===== src/rtl/stopwatch_ctrl.sv =====
// Stopwatch control: button sync/debounce, tick prescaler and run/pause/clear FSM.
// Define STOPWATCH_LAP_EN to build the lap (display freeze) logic; otherwise Freeze is tied low.
module stopwatch_ctrl #(
    parameter int CLK_HZ          = 50000000,
    parameter int TICK_HZ         = 100,
    parameter int DEBOUNCE_CYCLES = 500000
) (
    input  logic       Clock,
    input  logic       Reset,
    input  logic       BtnStartStop,
    input  logic       BtnClear,
    input  logic       BtnLap,
    output logic       Tick,
    output logic       ClearCount,
    output logic       Running,
    output logic [1:0] State,
    output logic       Freeze
);

    localparam int DIV     = CLK_HZ / TICK_HZ;
    localparam int PRESC_W = (DIV > 2) ? $clog2(DIV) : 1;
    localparam int DEB_W   = (DEBOUNCE_CYCLES > 1) ? $clog2(DEBOUNCE_CYCLES) : 1;
    localparam logic [PRESC_W-1:0] PRESC_LAST = PRESC_W'(DIV - 1);
    localparam logic [DEB_W-1:0]   DEB_LAST   = DEB_W'(DEBOUNCE_CYCLES - 1);
    localparam int NBTN = 3;

    if (DIV < 2) begin : g_div_check
        $error("stopwatch_ctrl: CLK_HZ/TICK_HZ must be at least 2");
    end

    // state    | meaning
    // IDLE     | count cleared, prescaler held at zero
    // RUNNING  | prescaler advancing, Tick issued on each wrap
    // PAUSED   | prescaler and digits hold their value
    typedef enum logic [1:0] {
        ST_IDLE    = 2'b00,
        ST_RUNNING = 2'b01,
        ST_PAUSED  = 2'b10
    } state_t;

    logic [NBTN-1:0]  btn_raw;
    logic [NBTN-1:0]  sync1_q, sync1_d;
    logic [NBTN-1:0]  sync2_q, sync2_d;
    logic [NBTN-1:0]  level_q, level_d;
    logic [NBTN-1:0]  press_q, press_d;
    logic [DEB_W-1:0] cnt_q [NBTN];
    logic [DEB_W-1:0] cnt_d [NBTN];

    state_t               state_q, state_d;
    logic [PRESC_W-1:0]   presc_q, presc_d;
    logic                 tick_q, tick_d;
    logic                 clear_q, clear_d;
    logic                 start_evt, clear_evt, lap_evt;

    assign btn_raw   = {BtnLap, BtnClear, BtnStartStop};
    assign start_evt = press_q[0];
    assign clear_evt = press_q[1];
    assign lap_evt   = press_q[2];

    // The deviation counter restarts whenever the synchronized level agrees with the accepted one.
    always_comb begin
        sync1_d = btn_raw;
        sync2_d = sync1_q;
        level_d = level_q;
        press_d = '0;
        for (int i = 0; i < NBTN; i++) begin
            cnt_d[i] = '0;
            if (sync2_q[i] != level_q[i]) begin
                if (cnt_q[i] == DEB_LAST) begin
                    level_d[i] = sync2_q[i];
                    press_d[i] = sync2_q[i];
                end else begin
                    cnt_d[i] = cnt_q[i] + 1'b1;
                end
            end
        end
    end

    always_ff @(posedge Clock or posedge Reset) begin
        if (Reset) begin
            sync1_q <= '0;
            sync2_q <= '0;
            level_q <= '0;
            press_q <= '0;
            for (int i = 0; i < NBTN; i++) cnt_q[i] <= '0;
        end else begin
            sync1_q <= sync1_d;
            sync2_q <= sync2_d;
            level_q <= level_d;
            press_q <= press_d;
            for (int i = 0; i < NBTN; i++) cnt_q[i] <= cnt_d[i];
        end
    end

    // Tick depends only on the current state, so a wrap on the pausing edge still ticks.
    always_comb begin
        state_d = state_q;
        presc_d = presc_q;
        tick_d  = 1'b0;
        clear_d = 1'b0;
        case (state_q)
            ST_IDLE: begin
                presc_d = '0;
                if (clear_evt) begin
                    clear_d = 1'b1;
                end else if (start_evt) begin
                    state_d = ST_RUNNING;
                end
            end
            ST_RUNNING: begin
                if (presc_q == PRESC_LAST) begin
                    presc_d = '0;
                    tick_d  = 1'b1;
                end else begin
                    presc_d = presc_q + 1'b1;
                end
                if (start_evt) begin
                    state_d = ST_PAUSED;
                end
            end
            ST_PAUSED: begin
                if (clear_evt) begin
                    state_d = ST_IDLE;
                    clear_d = 1'b1;
                    presc_d = '0;
                end else if (start_evt) begin
                    state_d = ST_RUNNING;
                end
            end
            default: begin
                state_d = ST_IDLE;
                presc_d = '0;
            end
        endcase
    end

    always_ff @(posedge Clock or posedge Reset) begin
        if (Reset) begin
            state_q <= ST_IDLE;
            presc_q <= '0;
            tick_q  <= 1'b0;
            clear_q <= 1'b0;
        end else begin
            state_q <= state_d;
            presc_q <= presc_d;
            tick_q  <= tick_d;
            clear_q <= clear_d;
        end
    end

    assign Tick       = tick_q;
    assign ClearCount = clear_q;
    assign Running    = (state_q == ST_RUNNING);
    assign State      = state_q;

`ifdef STOPWATCH_LAP_EN
    logic freeze_q, freeze_d;

    always_comb begin
        freeze_d = freeze_q;
        if (state_d == ST_IDLE) begin
            freeze_d = 1'b0;
        end else if (lap_evt) begin
            if (state_q == ST_RUNNING) begin
                freeze_d = ~freeze_q;
            end else if (state_q == ST_PAUSED) begin
                freeze_d = 1'b0;
            end
        end
    end

    always_ff @(posedge Clock or posedge Reset) begin
        if (Reset) begin
            freeze_q <= 1'b0;
        end else begin
            freeze_q <= freeze_d;
        end
    end

    assign Freeze = freeze_q;
`else
    logic unused_lap_evt;
    assign unused_lap_evt = lap_evt;
    assign Freeze         = 1'b0;
`endif

endmodule

===== config.mk =====
export PLATFORM = sky130hd
export DESIGN_NAME = stopwatch_ctrl
export DESIGN_NICKNAME = d
export VERILOG_FILES = /design/src/rtl/stopwatch_ctrl.sv
export SDC_FILE = /design/constraint.sdc
export NUM_CORES = 1
export LEC_CHECK = 0
export ABC_AREA = 1
export BUFFER_PORTS_ARGS = -buffer_cell sky130_fd_sc_hd__buf_4
export CAP_MARGIN = 20
export CORE_ASPECT_RATIO = 0.7
export CORE_MARGIN = 2
export CORE_UTILIZATION = 61
export CTS_CLUSTER_SIZE = 24
export DETAILED_ROUTE_END_ITERATION = 7
export PLACE_DENSITY = 0.78
export SLEW_MARGIN = 20
export SYNTH_ARGS = -nofsm -noshare
export SYNTH_HDL_FRONTEND = slang
export SYNTH_SLANG_ARGS = --single-unit

===== constraint.sdc =====
create_clock -name Clock -period 5.3 [get_ports Clock]
set_input_delay 0.265 -clock Clock [delete_from_list [all_inputs] [get_ports Clock]]
set_output_delay 0.265 -clock Clock [all_outputs]
set_load 0.005 [all_outputs]

==> flow_summary.ini <==
[run_status]
status = complete, no violations

[clock_network]
cts_root_buf = clkbuf_8
cts_resized = 0
post_cts.repair.setup_buffers = 0
cts_sinks = 69
clk_pin_slew_ps = 80
cts_max_level = 3
clkLatencyLatePin_ps = 350
cts_tree = done
numCtsBuffers = 9
postCtsHoldBufs = 0
clockBufferDepth = 2

[global_route]
grt_first_pass_wirelength_mm = 12.28
grt_overflow = 0
grt_max_degree = 70
grt_pass1_vias = 2781
antenna_found_initial = 0
grt.total_usage_pct = 22.65

[timing]
setup_tns_ps = 0
fin_crit_sh_pct = 39.15
rsz0062_at_grt = false
fmax_mhz = 481.9
period_needed_ps = 2075
timing_hold_violations_final = 0
layout_setup_ws_ps = 3225
setup_viol = 0
relSlewSlack_pct = 44.28
tightest_slew_ps = 835.8
skew_ps = 7.889
slew_violations = 0

[floorplanning]
start_util_pct = 63.66
dieHeight_um = 69.01
core_sq_um = 5784
dieArea_sq_um = 6684
rows = 23
die_w_um = 96.87
pin_count = 11

[layout]
fillers = 471
seq_area_sq_um = 1727
multi_input_area_sq_um = 1717
drive_above_1_share_pct = 10.24
num_antenna_cells = 0
finalNetCount = 511
layout_common_cells = nand2_1, nor2_1, dfrtp_1, inv_1, nand3_1
area_growth_syn_to_layout_pct = 9.922
final_common_cell = nand2_1
post-route-util_pct = 69.98

[synth]
ys_seq_area_share_pct = 46.89
yosysTopAreaCell = dfrtp_1
synth_seq_cells = 69
syn_inst = 486
synth_nets = 494
synth_area_leaders = dfrtp_1, nand2_1, nor2_1, inv_1, xor2_1
yosys.area.top_type_share_pct = 46.89
synthesis.area_sq_um = 3682
syn_avg_cell_area_sq_um = 7.577
ys_types = 28
yosysWarnings = 0

[routing]
ant_nets = 0
dr.first_iter.drc_count = 156
dr.pass1.iters = 5
drc_errors = 0
vias = 2982
avgRoutedWirePerCell_um = 12.03
wl_mm = 7.016
routed_via_density = 5.115

[setup_path]
path_class = reg2reg
cp-end-kind = flip-flop
worstPathArrival_ps = 2370
startpoint_type = flip-flop
critPathMaxFanout = 11
required_ps = 5590

[power]
finalPower_mw = 1.036
vdd_drop_max_mv = 0.1758
p_leak_nw = 1.916
powerDensity_nw_per_um2 = 255.9

[place]
port_buffers = 8
post-dp-hpwl_mm = 5.094
dpl_worst_slack_ps = 3199
globalplace.congestion = 0.8544

[job]
maxCapViolCount = 0

[min_path]
hp-class = in2reg
-- final cells by class --
class	count	share of cell area (%)
Clock buffer	9	3.060
Clock inverter	7	2.411
Inverter	59	5.471
Multi-Input combinational cell	355	42.41
Sequential cell	69	42.66
Tap cell	75	2.318
Timing Repair Buffer	9	1.669
-- logic make-up (layout without fill, tap and decap cells) --
| family | after synthesis | after routing | synth area share (%) |
|---|---|---|---|
| flops | 69 | 69 | 46.89 |
| other cells | 1 | 1 | 0.1018 |
| buf+inv | 62 | 84 | 6.490 |
| fa+ha+maj | 3 | 3 | 1.019 |
| xor+xnor | 27 | 27 | 6.422 |
| compound gates | 19 | 19 | 2.854 |
| simple gates | 305 | 305 | 36.22 |
-- stage by stage --
stage / instances / instance area, sq um / hold WS, ps
after floorplan: 486 / 3682 / 296.4
after detailed placement: 567 / 3826 / 349.5
final: 583 / 4048 / 19.52
after global routing: 583 / 4048 / 0.5601
after global placement: 567 / 3826 / 331.9
after CTS: 583 / 4048 / 6.669
-- worst max-delay path: stages, from the launching register on --
cell and delay [ps]:
dfrtp_1 430, inv_1 60, nor2_1 590, inv_1 270, nor2_1 440, nand3_1 130
nand2_1 90
-- registers in the layout, summed over array words and instances, names as in the netlist --
register / flops
cnt_q: 38
press_q: 2
sync1_q: 2
State: 2
ClearCount: 1
level_q: 2
sync2_q: 2
presc_q: 19
Tick: 1
-- path summary, 6_finish.rpt --
path                            startpoint     endpoint  slack [ps]  cells past startpoint
worst min-delay path              BtnClear   sync1_q[1]          20                      1
max in group asynchronous            Reset    cnt_q[48]        4600                      3
min in group asynchronous            Reset    cnt_q[53]         160                      3
worst max-delay path              State[0]  presc_q[18]        3220                      6
worst max register to register    State[0]  presc_q[18]        3220                      6
worst min register to register  sync1_q[0]   sync2_q[0]         360                      0
-- where the power goes --
group	switching [mW]	internal [mW]	leakage (nW)
Combinational	0.0203	0.00661	0.860
Sequential	0.00360	0.531	0.950
Clock	0.207	0.267	0.106
-- synthesized netlist by cell type --
master	n
nand2_2	8
dfrtp_1	69
o21a_1	1
nand2_1	130
xnor2_1	3
nand3_1	37
a21oi_1	2
nor2_4	7
or2_2	1
clkinv_1	1
o22ai_1	2
conb_1	1
buf_2	2
o21ai_0	12
xor2_1	24
nor3b_1	3
inv_1	57
buf_4	1
o21bai_1	1
nand4_1	5
ha_1	3
nand3_2	2
nand3b_1	1
nor2_2	7
nor3_1	8
a22oi_1	1
inv_2	1
nor2_1	96
-- per-layer routing --
metal / part of all wire (%) / GRT usage, % / vias to the layer above
li1: - / - / 1532
met1: 49 / 31.01 / 1379
met2: 45 / 34.80 / 63
met3: 4.5 / 7.302 / 8
met4: 1.1 / 6.729 / 0
met5: 0 / 0 / -
(Power assumes the default switching activity.)
